`config.mk`:
```
export PLATFORM = sky130hd
export DESIGN_NAME = subband_serializer
export DESIGN_NICKNAME = d
export VERILOG_FILES = /design/src/rtl/subband_serializer.sv
export SDC_FILE = /design/constraint.sdc
export NUM_CORES = 1
export LEC_CHECK = 0
export ABC_CLOCK_PERIOD_IN_PS = 24100
export BUFFER_PORTS_ARGS = -buffer_cell sky130_fd_sc_hd__buf_2
export CAP_MARGIN = 5
export CORE_MARGIN = 5
export CORE_UTILIZATION = 40
export CTS_CLUSTER_DIAMETER = 30
export DETAILED_ROUTE_END_ITERATION = 10
export PLACE_DENSITY = 0.62
export SYNTH_ARGS = -nofsm -noshare
export SYNTH_HDL_FRONTEND = slang
export SYNTH_SLANG_ARGS = --single-unit
```
`constraint.sdc`:
```
create_clock -name clock -period 24.1 [get_ports clock]
set_input_delay 4.82 -clock clock [delete_from_list [all_inputs] [get_ports clock]]
set_output_delay 4.82 -clock clock [all_outputs]
set_load 0.05 [all_outputs]
```
`src/rtl/subband_serializer.sv`:
```
// rtl/subband_serializer.sv - rounds/saturates a captured filterbank frame and streams it out one channel per beat
// Double-buffered: ACTIVE bank drains while one further frame may wait in PENDING.
module subband_serializer #(
  parameter int NCH   = 16,
  parameter int IN_W  = 35,
  parameter int OUT_W = 16,
  parameter int SHIFT = 16
) (
  input  logic                  clock,
  input  logic                  reset,
  input  logic                  clk_enable,
  input  logic                  frame_strobe,
  input  logic [NCH*IN_W-1:0]   ch_in,
  input  logic                  out_ready,
  output logic                  out_valid,
  output logic [OUT_W-1:0]      out_data,
  output logic [3:0]            out_ch,
  output logic                  out_last,
  output logic                  out_sat,
  output logic                  overrun,
  output logic [7:0]            drop_cnt,
  output logic                  busy
);

  typedef enum logic {IDLE, SEND} state_t;

  localparam logic signed [IN_W:0] RND  = (IN_W+1)'(1) <<< (SHIFT-1);
  localparam logic signed [IN_W:0] MAXV = (IN_W+1)'((2**(OUT_W-1)) - 1);
  localparam logic signed [IN_W:0] MINV = -MAXV - (IN_W+1)'(1);

  state_t state, state_nxt;
  logic [3:0] ch;
  logic       pending_full;

  logic [OUT_W-1:0] act_data  [NCH];
  logic [OUT_W-1:0] pend_data [NCH];
  logic [OUT_W-1:0] cap_data  [NCH];
  logic [NCH-1:0]   act_sat, pend_sat, cap_sat;

  logic hs, final_hs;
  logic load_act_cap, load_act_pend, load_pend_cap, drop;

  // One extra bit of headroom so adding the rounding constant cannot overflow.
  for (genvar k = 0; k < NCH; k++) begin : g_conv
    logic signed [IN_W-1:0] x;
    logic signed [IN_W:0]   sum;
    logic signed [IN_W:0]   y;
    assign x   = ch_in[k*IN_W +: IN_W];
    assign sum = {x[IN_W-1], x} + RND;
    assign y   = sum >>> SHIFT;
    always_comb begin
      cap_sat[k] = 1'b0;
      if (y > MAXV) begin
        cap_data[k] = MAXV[OUT_W-1:0];
        cap_sat[k]  = 1'b1;
      end else if (y < MINV) begin
        cap_data[k] = MINV[OUT_W-1:0];
        cap_sat[k]  = 1'b1;
      end else begin
        cap_data[k] = y[OUT_W-1:0];
      end
    end
  end

  assign out_valid = (state == SEND);
  assign busy      = (state == SEND);
  assign out_data  = out_valid ? act_data[ch] : '0;
  assign out_sat   = out_valid & act_sat[ch];
  assign out_ch    = out_valid ? ch : 4'd0;
  assign out_last  = out_valid & (ch == 4'(NCH-1));

  assign hs       = out_valid & out_ready;
  assign final_hs = hs & (ch == 4'(NCH-1));

  always_comb begin
    load_act_cap  = frame_strobe & ((state == IDLE) | (final_hs & ~pending_full));
    load_act_pend = final_hs & pending_full;
    load_pend_cap = frame_strobe & (state == SEND) &
                    ((final_hs & pending_full) | (~final_hs & ~pending_full));
    drop          = frame_strobe & (state == SEND) & ~final_hs & pending_full;
  end

  always_comb begin
    state_nxt = state;
    case (state)
      IDLE: if (frame_strobe) state_nxt = SEND;
      SEND: if (final_hs && !pending_full && !frame_strobe) state_nxt = IDLE;
      default: state_nxt = IDLE;
    endcase
  end

  always_ff @(posedge clock or negedge reset) begin
    if (!reset) state <= IDLE;
    else if (clk_enable) state <= state_nxt;
  end

  always_ff @(posedge clock or negedge reset) begin
    if (!reset) begin
      ch           <= 4'd0;
      pending_full <= 1'b0;
      overrun      <= 1'b0;
      drop_cnt     <= 8'd0;
    end else if (clk_enable) begin
      if (load_act_cap || load_act_pend || final_hs) ch <= 4'd0;
      else if (hs) ch <= ch + 4'd1;

      if (load_pend_cap) pending_full <= 1'b1;
      else if (load_act_pend) pending_full <= 1'b0;

      if (drop) begin
        overrun <= 1'b1;
        if (drop_cnt != 8'hFF) drop_cnt <= drop_cnt + 8'd1;
      end
    end
  end

  // Bank contents are don't-care after reset, so they carry no reset.
  always_ff @(posedge clock) begin
    if (clk_enable) begin
      for (int k = 0; k < NCH; k++) begin
        if (load_act_cap) begin
          act_data[k] <= cap_data[k];
          act_sat[k]  <= cap_sat[k];
        end else if (load_act_pend) begin
          act_data[k] <= pend_data[k];
          act_sat[k]  <= pend_sat[k];
        end
        if (load_pend_cap) begin
          pend_data[k] <= cap_data[k];
          pend_sat[k]  <= cap_sat[k];
        end
      end
    end
  end

endmodule

```
; Word level (Yosys, flattened, before mapping)
; Memories as Yosys holds them, arrays and structs flattened.
; Cells that the tools add are included.
[totals]
ff_bits = 47
mem_bits_rw = 512
input_bits = 565
out_inout_bits = 33
word_cells = 243
memories = 2
[op_classes]
addsub = 18
n_lt_le_gt_ge = 33
n_eq_ne = 2
mux = 133
bitwise_logic = 33
n_reduce_logical = 15
[mem_list]
columns = memory, depth, word_bits, rd, rd_clocked_by_memory_dff, write_ports, line_no
row1 = act_data, 16, 16, 1, 0, 16, 35  ; logic [OUT_W-1:0] act_data [NCH];
row2 = pend_data, 16, 16, 16, 0, 16, 36  ; logic [OUT_W-1:0] pend_data [NCH];
[ops]
columns = operator, count
row1 = 2-to-1 mux 16 bit, 49
row2 = adder 35 x 17 -> 36 bit (second input constant), 16
row3 = > comparator 20 x 16 -> 1 bit (second input constant), 16
row4 = < comparator 20 x 16 -> 1 bit (second input constant), 16
row5 = 2-to-1 mux 1 bit, 79
row6 = bitwise OR 1 bit, 18
row7 = bitwise AND 1 bit, 12
row8 = 2-to-1 mux 4 bit, 3
row9 = AND reduction 2 bit, 5
row10 = adder 8 x 1 -> 8 bit (second input constant), 1
row11 = != test 8 bit (second input constant), 1
row12 = nonzero test 2 bit, 3
row13 = < comparator 4 x 5 -> 1 bit (second input constant), 1
row14 = adder 4 x 1 -> 4 bit (second input constant), 1
row15 = binary-select mux 1 bit (select 4 bit), 1
row16 = equality test 4 bit (second input constant), 1
row17 = NOT 1 bit, 3
row18 = AND reduction 3 bit, 1
row19 = logical AND 1 bit, 2
row20 = zero test 1 bit, 2
row21 = logical OR 1 bit, 2
row22 = one-hot mux 1 bit (2 select lines), 1

; Depth between registers and ports, before layout
[logic_depth]
depth_word = 9
depth_mapped = 12
ltp_nobuf = 9

; Least setup slack after synthesis
; No wires, ideal clock.
[synth_timing]
kind = input-to-reg
from = input out_ready
to = memory act_data[0][0] (enable)
setup_ns = 0.907
t_arrival_ns = 17.058
required_ns = 23.193
path_slack_ns = 6.135
cell_stages = 7
n_path_buf = 1
path_cell_list = nand2_1 nor2_1 ha_1 o21a_1 clkbuf_1 nor2_1 nor2b_1
[synth_lines]
columns = item, line_no
row1 = start: declaration, 14  ; input logic out_ready,
row2 = end: declaration, 35

; Worst setup path after layout
[layout_timing]
from = register ch[0]
to = output out_data[10]
[layout_between]
elab_chain_cells = 2
[layout_rtl]
columns = item, line_no
row1 = start: declaration, 32  ; logic [3:0] ch;
row2 = start signal: assignment, 105  ; else if (hs) ch <= ch + 4'd1;
row3 = memory read (16 x 16 bit), --
row4 = 2-to-1 mux 16 bit, 67  ; assign out_data = out_valid ? act_data[ch] : '0;
row5 = end: declaration, 16  ; output logic [OUT_W-1:0] out_data,
; Every way passes these cells.

==> summary.txt <==
Outcome
  • Outcome: finished clean

GRT
  • Initial antenna violation count: 46
  • Gr usage total: 22.1%
  • Largest net degree at the start of global routing: 80
  • Vias in the first global route: between 20k and 25k
  • Total grt overflow: 0
  • First-pass GRT wire length: roughly 140 mm

Yosys
  • Syn_area_per_cell: about 11 um^2
  • Synth area leaders: edfxtp_1 52%, mux4_2 6.1%, o21ai_0 3.5%
  • Synthesized area: between 0.03 and 0.04 mm^2
  • Top cell type's share of synthesized area: roughly 52%
  • Main flop type after synthesis: edfxtp_1
  • Post-Syn Nets: roughly 3.3k
  • Register area share after synthesis: 53.4%
  • Synth unique cells: 94
  • FF+latch count, synth: roughly 560
  • Syn Inst Count: about 2.7k
  • Synth warnings: 0
  • Post-synth ARST share: between 2 and 3%
  • Post-synth top area cell: edfxtp_1
  • Post-synth EDFFs: about 540

Worst setup path
  • Crit-path max FO: 54
  • Arrival @ worst endpoint: a little over 4000 ps
  • CP max-delay cell: buf_4
  • CP cell instances: buf_4 -> mux4_2 -> mux4_2 -> and2_1 -> buf_2
  • CP peak stage delay: 890 ps
  • Crit path required time: roughly 19000 ps
  • Cell mode on critical path: mux4_2
  • Worst Setup Start Kind: flip-flop
  • Endpoint type of the worst setup path: primary output
  • WS Path Type: flip-flop to primary output

STA
  • Setup violators final: 0
  • Final Hold Fails: 0
  • RSZ-0062 raised after global routing: false
  • Worst slew pin tran: 1320 ps
  • Worst slew margin: between 10 and 15%
  • Clk_skew: 32.8 ps
  • Max Freq: between 100 and 150 MHz
  • Setup TNS: 0 ps
  • Slew Limit Fails: 0
  • Period minus WS final: 8860 ps
  • Final period util: between 30% and 40%

Clock tree
  • CTS H-tree depth: 4
  • Clock Pin Slew Worst Setup and Hold Paths: 50 ps
  • Post-cts resize count: 0
  • Longest Clk Path Bufs: 3
  • Worst skew pair latency: a little over 700 ps
  • Hold-fix buffers, CTS: 0
  • Total clock buffers created by CTS: 130
  • Clk root buf: clkbuf_16
  • Sink Count: 559
  • Post-CTS setup buffer count: 0
  • CTS tree: done

Pwr
  • Gate power share: approximately a fifth
  • Sw Share: between 20% and 30%
  • Peak supply drop: 0.000120 V
  • Clk network pwr share: between 40% and 50%
  • Switching pwr: roughly 0.0011 W
  • Power Internal: roughly 0.0026 W
  • Flop pwr share: between 30% and 40%
  • Pleak: between 10 and 15 nW
  • Design Power: ~0.0037 W
  • PwrDens: 96.3 mW/mm^2

Floorplan
  • Die span in y: 290 um
  • # IOs: roughly 600
  • Initial Util: just over 40%
  • CORE AREA: about 0.077 mm^2
  • Die Wd: between 200 and 300 um
  • Total Die Area: 0.0839 mm^2
  • Std-Cell Rows: ~100

Place
  • # placed instances: just over 4k
  • Port bufs: ~360
  • GP Congestion: ~0.89
  • DP Wirelength: approximately 70 mm

Route
  • DR vias: 24.3k
  • # DRC: 0
  • Vias per cell: about 5.7
  • DR iter-0 viols: around 2.6k
  • WL/cell: between 20 and 25 um
  • Routed Antenna Nets: 0
  • Drt total wl: roughly 95 mm
  • DRT Pass-1 Iters: 6

Hold path
  • Hold Crit Class: flip-flop to flip-flop

Final layout
  • Area delta synth->final: 23.4%
  • Non-Filler Instances: between 4k and 5k
  • Share of post-route cells with drive strength above 1: approximately a quarter
  • Layout fillers: between 6k and 7k
  • Number of nets in the layout: between 3k and 4k

Job
  • MaxCap Viol Count: 0
## cell families after synthesis
kind of cell    share of synthesized area [%]
mux                                      8.63
xor+xnor                                 6.78
fa+ha+maj                               0.800
compound gates                           12.3
simple gates                             15.5
flops                                    53.4
buf+inv                                  2.54
## metrics by stage
step	instance area, um^2	worst slack, ps	hold WS [ps]	utilization (%)
after floorplan	31300	6140	484	-
after global placement	34100	14830	463	44.0
after detailed placement	34100	14860	476	44.0
after CTS	38500	15140	487	49.7
after global routing	38500	14940	502	49.8
final	38600	15240	474	49.8
## Yosys cell counts (all sizes together) (50+ instances only)
master and n:
edfxtp 544, a31oi 65, nor2 220, xor2 118, xnor2 124, a21oi 105, o22a 50, mux4 85
nand3 121, nand4 78, mux2 67, o21ai 235, clkbuf 125, nand2 294
## final timing paths
path / cells past startpoint / start / slack (ps) / end
worst max-delay path: 5 / ch[0] / 15240 / out_data[10]
worst min-delay path: 1 / overrun / 470 / overrun
worst max register to register: 12 / ch[0] / 17820 / act_data[14][7]
worst min register to register: 1 / overrun / 470 / overrun
max in group asynchronous: 1 / reset / 19670 / ch[0]
min in group asynchronous: 1 / reset / 4080 / busy
## layout by cell type, fill, tap and decap left out, drive strengths merged, types with 7 or more instances in the layout
master	count
o41ai	7
o31ai	11
diode	24
o221a	9
nand4	78
and2	36
o211ai	8
and3	41
ha	20
nand3	121
o22ai	15
dfrtp	15
nor2	220
or3	15
inv	57
o311ai	20
buf	396
edfxtp	544
nor3	37
a21oi	105
or4	13
xnor2	124
xor2	118
clkinv	42
clkinvlp	14
a31oi	65
o221ai	8
o22a	50
nor2b	9
mux2	67
o21ai	235
bufinv	18
and4	35
nand2b	24
o21a	9
a31o	8
nor4	20
mux4	85
clkbuf	151
nand2	294
## layer usage
metal	track usage, %	vias to the layer above	share of wire, %
li1	-	11400	-
met1	30.7	11800	43
met2	33.0	989	45
met3	7.64	167	9.9
met4	6.89	22	2.4
met5	0	-	0.15
## power by group through the flow
stage,registers (W),logic (W),clock network (W)
3_5_place_dp,0.00121,0.000752,0
6_report,0.00119,0.000757,0.00177
3_3_place_gp,0.00120,0.000746,0
5_1_grt,0.00119,0.000806,0.00185
2_1_floorplan,0.00122,0.000482,0
4_1_cts,0.00119,0.000755,0.00179
## area by class of cell
class | count | area [um^2] | area share, %
Clock inverter | 87 | 1040 | 2.70
Multi-Input combinational cell | 1988 | 13800 | 35.8
Sequential cell | 559 | 16700 | 43.3
Tap cell | 1040 | 1300 | 3.37
Timing Repair Buffer | 396 | 2080 | 5.38
Inverter | 44 | 165 | 0.428
Clock buffer | 151 | 3380 | 8.77
Antenna cell | 24 | 60.1 | 0.156
## flip-flops by register name (all words and copies together), names as in the netlist
signal and flops:
drop_cnt 8, pend_data 256, pending_full 1, pend_sat 16
ch 4, act_data 256, act_sat 16, busy 1
overrun 1
## critical path, delay by kind of cell, from the launching register on
| kind | cells | cell delay [ps] |
|---|---|---|
| buffers and inverters | 2 | 1140 |
| muxes | 2 | 1180 |
| and+or+nand+nor | 1 | 270 |
| DFF | 1 | 680 |
Power figures use the tool's default switching activity.
